File: src/rtl/ps2_pkg.sv
// Shared PS/2 definitions: FSM state encoding, frame length,
// default timing constants and the odd-parity helper.
package ps2_pkg;

    typedef enum logic [2:0] {
        IDLE,
        INHIBIT,
        REQ,
        SHIFT,
        ACK,
        WAIT_IDLE
    } state_e;

    // data[7:0], parity, stop
    localparam int FRAME_BITS = 10;

    localparam int INHIBIT_CYCLES_DEF = 5000;
    localparam int TIMEOUT_CYCLES_DEF = 750000;

    function automatic logic odd_parity(input logic [7:0] d);
        return ~^d;
    endfunction

endpackage

File: src/rtl/ps2_line_sync.sv
// 3-flop synchroniser and falling-edge detect for PS/2 clk/data.
// Ports: clk, rst (sync, active-low), line_clk/line_data in;
//        clk_s/data_s synchronised levels, clk_fall/data_fall pulses.
module ps2_line_sync (
    input  logic clk,
    input  logic rst,
    input  logic line_clk,
    input  logic line_data,
    output logic clk_s,
    output logic data_s,
    output logic clk_fall,
    output logic data_fall
);

    logic [2:0] clk_sync_q, clk_sync_d;
    logic [2:0] data_sync_q, data_sync_d;

    always_comb begin
        clk_sync_d  = {clk_sync_q[1:0], line_clk};
        data_sync_d = {data_sync_q[1:0], line_data};
    end

    // Reset to the idle (high) level so no false fall follows reset.
    always_ff @(posedge clk) begin
        if (!rst) begin
            clk_sync_q  <= 3'b111;
            data_sync_q <= 3'b111;
        end else begin
            clk_sync_q  <= clk_sync_d;
            data_sync_q <= data_sync_d;
        end
    end

    assign clk_s     = clk_sync_q[1];
    assign data_s    = data_sync_q[1];
    assign clk_fall  = clk_sync_q[2] & ~clk_sync_q[1];
    assign data_fall = data_sync_q[2] & ~data_sync_q[1];

endmodule

File: src/rtl/ps2_host_tx.sv
// Host-to-device PS/2 transmitter: sends one command byte over
// open-drain ps2_clk/ps2_data (oe=1 pulls the line low).
// Ports: clk, rst (sync, active-low), ps2_clk/ps2_data sensed,
//        ps2_clk_oe/ps2_data_oe drives, tx_data/tx_valid/tx_ready,
//        busy, done and error pulses.
// Macro PS2_HOST_TX_TIMEOUT_EN builds the request-to-ack watchdog.
module ps2_host_tx
    import ps2_pkg::*;
#(
    parameter int INHIBIT_CYCLES = INHIBIT_CYCLES_DEF,
    parameter int TIMEOUT_CYCLES = TIMEOUT_CYCLES_DEF
) (
    input  logic       clk,
    input  logic       rst,
    input  logic       ps2_clk,
    input  logic       ps2_data,
    output logic       ps2_clk_oe,
    output logic       ps2_data_oe,
    input  logic [7:0] tx_data,
    input  logic       tx_valid,
    output logic       tx_ready,
    output logic       busy,
    output logic       done,
    output logic       error
);

    localparam int MAXC = (INHIBIT_CYCLES > TIMEOUT_CYCLES) ?
                          INHIBIT_CYCLES : TIMEOUT_CYCLES;
    localparam int TW = $clog2(MAXC + 1);

    state_e        state_q, state_d;
    logic [3:0]    cnt_q, cnt_d;
    logic [9:0]    shreg_q, shreg_d;
    logic [TW-1:0] timer_q, timer_d;
    logic          data_oe_q, data_oe_d;
    logic          tx_ready_q, tx_ready_d;
    logic          done_q, done_d;
    logic          error_q, error_d;

    logic clk_s, data_s, clk_fall;
    logic unused_data_fall;

    ps2_line_sync u_sync (
        .clk       (clk),
        .rst       (rst),
        .line_clk  (ps2_clk),
        .line_data (ps2_data),
        .clk_s     (clk_s),
        .data_s    (data_s),
        .clk_fall  (clk_fall),
        .data_fall (unused_data_fall)
    );

    always_comb begin
        state_d   = state_q;
        cnt_d     = cnt_q;
        shreg_d   = shreg_q;
        timer_d   = timer_q;
        data_oe_d = data_oe_q;
        done_d    = 1'b0;
        error_d   = 1'b0;

        unique case (state_q)
            IDLE: begin
                if (tx_valid) begin
                    shreg_d = {1'b1, odd_parity(tx_data), tx_data};
                    timer_d = '0;
                    cnt_d   = '0;
                    state_d = INHIBIT;
                end
            end
            INHIBIT: begin
                if (timer_q == TW'(INHIBIT_CYCLES - 1)) begin
                    data_oe_d = 1'b1;
                    timer_d   = '0;
                    state_d   = REQ;
                end else begin
                    timer_d = timer_q + 1'b1;
                end
            end
            REQ: begin
                cnt_d   = '0;
                state_d = SHIFT;
            end
            SHIFT: begin
                if (clk_fall) begin
                    data_oe_d = ~shreg_q[cnt_q];
                    cnt_d     = cnt_q + 1'b1;
                    if (cnt_q == 4'(FRAME_BITS - 1)) begin
                        state_d = ACK;
                    end
                end
            end
            ACK: begin
                if (clk_fall) begin
                    if (data_s) begin
                        error_d   = 1'b1;
                        data_oe_d = 1'b0;
                        state_d   = IDLE;
                    end else begin
                        state_d = WAIT_IDLE;
                    end
                end
            end
            WAIT_IDLE: begin
                if (clk_s && data_s) begin
                    done_d  = 1'b1;
                    state_d = IDLE;
                end
            end
            default: begin
                data_oe_d = 1'b0;
                state_d   = IDLE;
            end
        endcase

`ifdef PS2_HOST_TX_TIMEOUT_EN
        // Watchdog overrides any transition taken this cycle.
        if (state_q inside {REQ, SHIFT, ACK, WAIT_IDLE}) begin
            if (timer_q == TW'(TIMEOUT_CYCLES - 1)) begin
                data_oe_d = 1'b0;
                done_d    = 1'b0;
                error_d   = 1'b1;
                state_d   = IDLE;
            end else begin
                timer_d = timer_q + 1'b1;
            end
        end
`endif

        tx_ready_d = (state_d == IDLE);
    end

    always_ff @(posedge clk) begin
        if (!rst) begin
            state_q    <= IDLE;
            cnt_q      <= '0;
            shreg_q    <= '0;
            timer_q    <= '0;
            data_oe_q  <= 1'b0;
            tx_ready_q <= 1'b0;
            done_q     <= 1'b0;
            error_q    <= 1'b0;
        end else begin
            state_q    <= state_d;
            cnt_q      <= cnt_d;
            shreg_q    <= shreg_d;
            timer_q    <= timer_d;
            data_oe_q  <= data_oe_d;
            tx_ready_q <= tx_ready_d;
            done_q     <= done_d;
            error_q    <= error_d;
        end
    end

    assign ps2_clk_oe  = (state_q == INHIBIT) || (state_q == REQ);
    assign ps2_data_oe = data_oe_q;
    assign tx_ready    = tx_ready_q;
    assign busy        = (state_q != IDLE);
    assign done        = done_q;
    assign error       = error_q;

endmodule

File: config.mk
export PLATFORM = sky130hd
export DESIGN_NAME = ps2_host_tx
export DESIGN_NICKNAME = d
export VERILOG_FILES = /design/src/rtl/ps2_pkg.sv /design/src/rtl/ps2_line_sync.sv /design/src/rtl/ps2_host_tx.sv
export SDC_FILE = /design/constraint.sdc
export NUM_CORES = 1
export LEC_CHECK = 0
export ABC_AREA = 0
export CORE_MARGIN = 4
export CORE_UTILIZATION = 58
export CTS_CLUSTER_SIZE = 10
export DETAILED_ROUTE_END_ITERATION = 8
export GPL_TIMING_DRIVEN = 0
export PLACE_DENSITY_LB_ADDON = 0.25
export SLEW_MARGIN = 20
export SYNTH_ARGS = -nofsm -noshare
export SYNTH_HDL_FRONTEND = slang
export SYNTH_SLANG_ARGS = --single-unit
File: constraint.sdc
create_clock -name clk -period 1.98 [get_ports clk]
set_input_delay 0.396 -clock clk [delete_from_list [all_inputs] [get_ports clk]]
set_output_delay 0.396 -clock clk [all_outputs]
set_load 0.02 [all_outputs]
==> run metrics, run 1 <==
DP HPWL 3770 µm; status finished, final reports clean; Max clock buf depth 2; WS Path Type reg -> out; Core ar. 4000 µm²; share of cells above drive strength 1 13.1%; sequential share of the synthesized area 38.4%; non-filler cells, final 371; fraction of registers with async set/reset 0%; drt total wl 5300 µm; vias in the first global route 2018; Initial Util 60.0%; Std-Cell Rows 23; Reg area 923 µm²; post-layout minimum cycle time 1890 ps; WHS Path Cells 1; Post-DRT Antenna Nets 0; number of synthesized flops with an enable pin 0; GRT met2 Usage 34.8%; global-route wire length before repair 9160 µm; Data required, critical path 1580 ps; Tot GR Track Use 21.6%; r2r endpoint timer_q[12]; min-delay src u_sync.data_sync_q[0]; Critical R2R Launch timer_q[0]; worst setup margin 93.1 ps; DR WL/cell 14.3 µm; Tcrit/Tclk final 95.3%; DR vias 2208; Place WS -122 ps; netlist area before placement 2400 µm²; Syn Area/Cell 8.22 µm²; final hold violation count 0; flop2flop setup slack 130 ps; setup violators final 0; CTS H-tree depth 2; maximum vdd ir drop 0.000347 V; cells after synthesis 292; Final Max Slew Viols 0; clk_skew 6.55 ps; hold worst-path end u_sync.data_sync_q[1]; routing usage on met1 29.1%; Port Buffers 18; DR vias/cell 5.95; initial antenna violation count 0; worst skew pair latency 290 ps; worst-margin pin slew 638 ps; prevailing post-synth register cell dfxtp_1; CTS tree built; gr ovfl total 0; Final nets 336; Netlist cell types 55; Antenna Cells 0; Clock Tree Root clkbuf_8; Top Ports 19; Final Util 69.4%; GP Congestion 0.849; CTS Buf Count 5; CP endpoint kind output pin; cell leakage power 1.00 nW; Area growth syn-to-layout 15.7%; DR iter-0 viols 189; Yosys Warn Count 0; met3 GRT Util 3.46%; Die X-Extent 72.3 µm; slew margin rel. 57.3%; Power Density 635 nW/µm²; Clock Sinks 46; Die Ht 72.3 µm; Critical Path AT 1490 ps; most used routing layer met2; drt drc 0; multi-input combinational cell area 1390 µm²; Pre-antenna DRT Iters 4; Cells after DPL 360; Synth Net Count 308; register clock-pin slew on the reported worst setup and hold paths 90 ps; #FFs+latches synth 46; worst hold path type reg -> reg; max-cap violation count 0; FILL cells 334; worst r2r path cells 6; Hold Slack 418 ps; die area 5230 µm²; Crit Path Max Fanout 5; largest net degree at the start of global routing 15; Max Fclk 530 MHz; startpoint types flip-flop
worst max-delay path by stage:
stage,end,start,cells past startpoint
floorplan,timer_q[12],timer_q[0],6
global placement,timer_q[1],rst,5
detailed placement,timer_q[1],rst,5
CTS,busy,state_q[1],3
global route,timer_q[12],timer_q[0],6
finish,busy,state_q[1],3
per-stage QoR:
stage | setup TNS [ps] | instance area (µm²) | power, mW
2_1_floorplan | 0 | 2400 | 1.13
3_3_place_gp | -1330 | 2640 | 1.21
3_5_place_dp | -1640 | 2640 | 1.21
4_1_cts | 0 | 2730 | 1.77
5_1_grt | -12.2 | 2780 | 1.83
6_report | 0 | 2780 | 1.77
synthesized netlist by cell type, drive strengths merged (8+ instances only):
master | count | share of area [%]
dfxtp | 46 | 38
nand2 | 41 | 6.4
a21oi | 30 | 6.4
nor2 | 17 | 2.7
nand3 | 16 | 3.8
o21ai | 16 | 3.3
inv | 11 | 1.7
buf | 9 | 2.1
nand4 | 9 | 2.9
nor3 | 9 | 2.6
nand2b | 8 | 2.1
xnor2 | 8 | 2.9
flip-flops by register name, summed over array words and instances (netlist names):
register / cells
ps2_data_oe: 1
timer_q: 20
error: 1
cnt_q: 4
done: 1
u_sync.data_sync_q: 2
shreg_q: 10
u_sync.clk_sync_q: 3
state_q: 3
tx_ready: 1
layer usage:
| metal | wire length [µm] | up-vias | part of all wire, % |
|---|---|---|---|
| met1 | 2590 | 1028 | 49 |
| met4 | 72 | 0 | 1.4 |
| met3 | 236 | 9 | 4.5 |
| li1 | - | 1113 | - |
| met2 | 2410 | 58 | 45 |
| met5 | 0 | - | 0 |
final cells by class:
class / count / area share [%]
multi-input combinational: 221 / 50.0
timing repair buffer: 21 / 7.25
inverter: 11 / 1.49
buffer: 14 / 2.61
clock buffer: 6 / 2.61
sequential: 46 / 33.2
tap: 50 / 2.25
clock inverter: 2 / 0.495
critical path: stages (launching register included):
cell	delay, ps
dfxtp_1	350
nor2_2	210
nand2_1	90
clkdlybuf4s50_1	540
power by group:
part / total [mW] / switching, mW / internal, mW
registers: 0.967 / 0.0151 / 0.952
clock network: 0.573 / 0.323 / 0.250
logic: 0.225 / 0.128 / 0.0970
total: 1.77 / 0.467 / 1.30
kinds of logic (layout without fill, tap and decap cells):
| family | count (synthesis) | count (layout) | synth area share, % |
|---|---|---|---|
| AO/OA/AOI/OAI | 64 | 64 | 15.7 |
| XOR/XNOR | 9 | 9 | 3.28 |
| adder cells (fa/ha/maj) | 3 | 3 | 1.56 |
| buffers and inverters | 25 | 54 | 4.59 |
| flip-flops | 46 | 46 | 38.4 |
| multiplexers | 7 | 7 | 3.96 |
| AND/OR/NAND/NOR | 138 | 138 | 32.5 |
placed cells by master, fill, tap and decap left out, types with 6 or more instances in the layout:
master,instances
dfxtp_1,44
nand2_1,41
a21oi_1,29
clkdlybuf4s50_1,17
nor2_1,16
nand3_1,14
o21ai_0,14
inv_1,9
xnor2_1,8
nand2b_1,8
nand4_1,7
nor3_1,7
a31oi_1,7
clkbuf_1,6
or3_1,6
and3_1,6
timing repair:
item	CTS	global route
pin swaps	1	1
setup buffers	0	3
cloned	0	0
hold buffers	0	0
endpoints found under the setup margin	2	11
gates resized for setup	1	9
endpoints found under the hold margin	0	0
(Power assumes the default switching activity.)
==> inputs of run 2 (changes only) <==
--- a/config.mk
+++ b/config.mk
@@ -8,7 +8,6 @@
 export ABC_AREA = 0
 export CORE_MARGIN = 4
 export CORE_UTILIZATION = 58
-export CTS_CLUSTER_SIZE = 10
 export DETAILED_ROUTE_END_ITERATION = 8
 export GPL_TIMING_DRIVEN = 0
 export PLACE_DENSITY_LB_ADDON = 0.25
==> results of run 2 <==
Final layout, timing and power as in run 1 (identical DEF).
==> inputs of run 3 (changes only) <==
--- a/config.mk
+++ b/config.mk
@@ -6,7 +6,6 @@
 export NUM_CORES = 1
 export LEC_CHECK = 0
 export ABC_AREA = 0
-export CORE_MARGIN = 4
 export CORE_UTILIZATION = 58
 export DETAILED_ROUTE_END_ITERATION = 8
 export GPL_TIMING_DRIVEN = 0
==> run metrics, run 3 (same netlist as run 1, synthesis figures left out) <==
Final Cell Area 2780 µm² (about the same); largest net degree at the start of global routing 13 (was 15); Area growth syn-to-layout 15.8% (was 15.7%); drt total wl 5410 µm (was 5300 µm); register clock-pin slew on the reported worst setup and hold paths 80 ps (was 90 ps); clk_skew 7.84 ps (was 6.55 ps); CTS tree built (unchanged); post-layout minimum cycle time 1890 ps (about the same); DR vias/cell 5.98 (was 5.95); Initial Util 60.0% (unchanged); share of cells above drive strength 1 12.5% (was 13.1%); Hold Slack 420 ps (was 418 ps); Critical Path AT 1490 ps (about the same); global-route wire length before repair 9140 µm (was 9160 µm); vias in the first global route 2037 (was 2018); Tot GR Track Use 27.3% (was 21.6%); crit path cell chain nor2_2 -> nand2_1 -> clkdlybuf4s50_1 (unchanged); Top Ports 19 (unchanged); largest registers in the final layout timer_q x20, shreg_q x10, cnt_q x4 (unchanged); Post-DRT Antenna Nets 0 (unchanged); final hold violation count 0 (unchanged); worst skew pair latency 300 ps (was 290 ps); Antenna Cells 0 (unchanged); DP Area 2640 µm² (unchanged); gr ovfl total 0 (unchanged); max FFs per register 20 (unchanged); Final Util 69.5% (was 69.4%); Clock Tree Root clkbuf_8 (unchanged); Die Ht 66.3 µm (was 72.3 µm); FILL cells 342 (was 334); commonest non-fill, non-tap cell in the layout dfxtp_1 (unchanged); slew margin rel. 58.7% (was 57.3%); Max Fclk 530 MHz (about the same); cell leakage power 1.01 nW (was 1.00 nW); Data required, critical path 1580 ps (about the same); Tcrit/Tclk final 95.2% (was 95.3%); Die X-Extent 66.3 µm (was 72.3 µm); DP HPWL 3820 µm (was 3770 µm); maximum vdd ir drop 0.000606 V (was 0.000347 V); status finished, final reports clean (unchanged); DR WL/cell 14.6 µm (was 14.3 µm); Port Buffers 18 (unchanged); worst setup margin 94.4 ps (was 93.1 ps); die area 4400 µm² (was 5230 µm²); drt drc 0 (unchanged); worst hold path type reg -> reg (unchanged); CTS H-tree depth 2 (unchanged); worst-margin pin slew 617 ps (was 638 ps); setup violators final 0 (unchanged); Final nets 338 (was 336); Core ar. 4000 µm² (unchanged); Crit Path Max Fanout 5 (unchanged); Place WS -153 ps (was -122 ps); GP Congestion 0.868 (was 0.849); CP endpoint kind output pin (unchanged); RSZ-0062 raised after global routing false; Pre-antenna DRT Iters 4 (unchanged); Max clock buf depth 2 (unchanged); Clock Sinks 46 (unchanged); Most flops, register timer_q (unchanged); DR iter-0 viols 167 (was 189); Final Max Slew Viols 0 (unchanged); max incr delay on CP 540 ps (about the same); max-cap violation count 0 (unchanged); DR vias 2219 (was 2208); CTS Buf Count 5 (unchanged); slowest CP cell clkdlybuf4s50_1 (unchanged); highest-count cells in the layout ignoring fill and taps dfxtp_1 (46), nand2_1 (41), a21oi_1 (29), clkdlybuf4s50_1 (17), nor2_1 (16) (was dfxtp_1 (44), nand2_1 (41), a21oi_1 (29), clkdlybuf4s50_1 (17), nor2_1 (16)); initial antenna violation count 0 (unchanged); Power Density 637 nW/µm² (was 635 nW/µm²); Std-Cell Rows 23 (unchanged); startpoint types flip-flop (unchanged); WS Path Type reg -> out (unchanged)
run 3: through the flow:
stage	instances	TNS, ps	total power [mW]
final	371	0	1.77
after detailed placement	360	-2560	1.21
after global routing	371	0	1.83
after CTS	366	0	1.77
after global placement	360	-1980	1.21
after floorplan	292	0	1.13
run 3: final timing paths:
kind,depth (start not counted),from,endpoint,slack (ps)
hold / removal,1,u_sync.clk_sync_q[0],u_sync.clk_sync_q[1],420
setup reg to reg,5,timer_q[3],timer_q[17],150
hold reg to reg,1,u_sync.clk_sync_q[0],u_sync.clk_sync_q[1],420
setup / recovery,3,state_q[1],busy,90
run 3: what timing repair did:
item,4_1_cts,5_1_grt
pin swaps,0,2
endpoints found under the setup margin,6,5
gates resized for setup,4,3
buffers inserted,0,5
hold buffers,0,0
run 3: worst max-delay path, delay by kind of cell (launching register included):
family,cells,cell delay (ps)
simple gates,2,290
buf+inv,1,540
flops,1,350
run 3: cell type report:
cell class	instances	area (µm²)	share of cell area [%]
Multi-Input combinational cell	221	1380	49.8
Sequential cell	46	921	33.1
Timing Repair Buffer	23	216	7.79
Clock buffer	6	82.6	2.97
Buffer	14	72.6	2.61
Tap cell	50	62.6	2.25
Inverter	11	41.3	1.49
run 3: layer usage:
| metal | up-vias | global-route usage (%) | part of all wire (%) |
|---|---|---|---|
| met4 | 0 | 11.7 | 1.4 |
| met5 | - | 0 | 0 |
| met1 | 1044 | 36.3 | 47 |
| met2 | 55 | 42.2 | 47 |
| met3 | 9 | 6.03 | 5.0 |
| li1 | 1111 | - | - |
run 3: where the power goes:
group	internal (mW)	switching, mW
registers	0.951	0.0148
clock network	0.270	0.302
logic	0.102	0.130
total	1.32	0.447
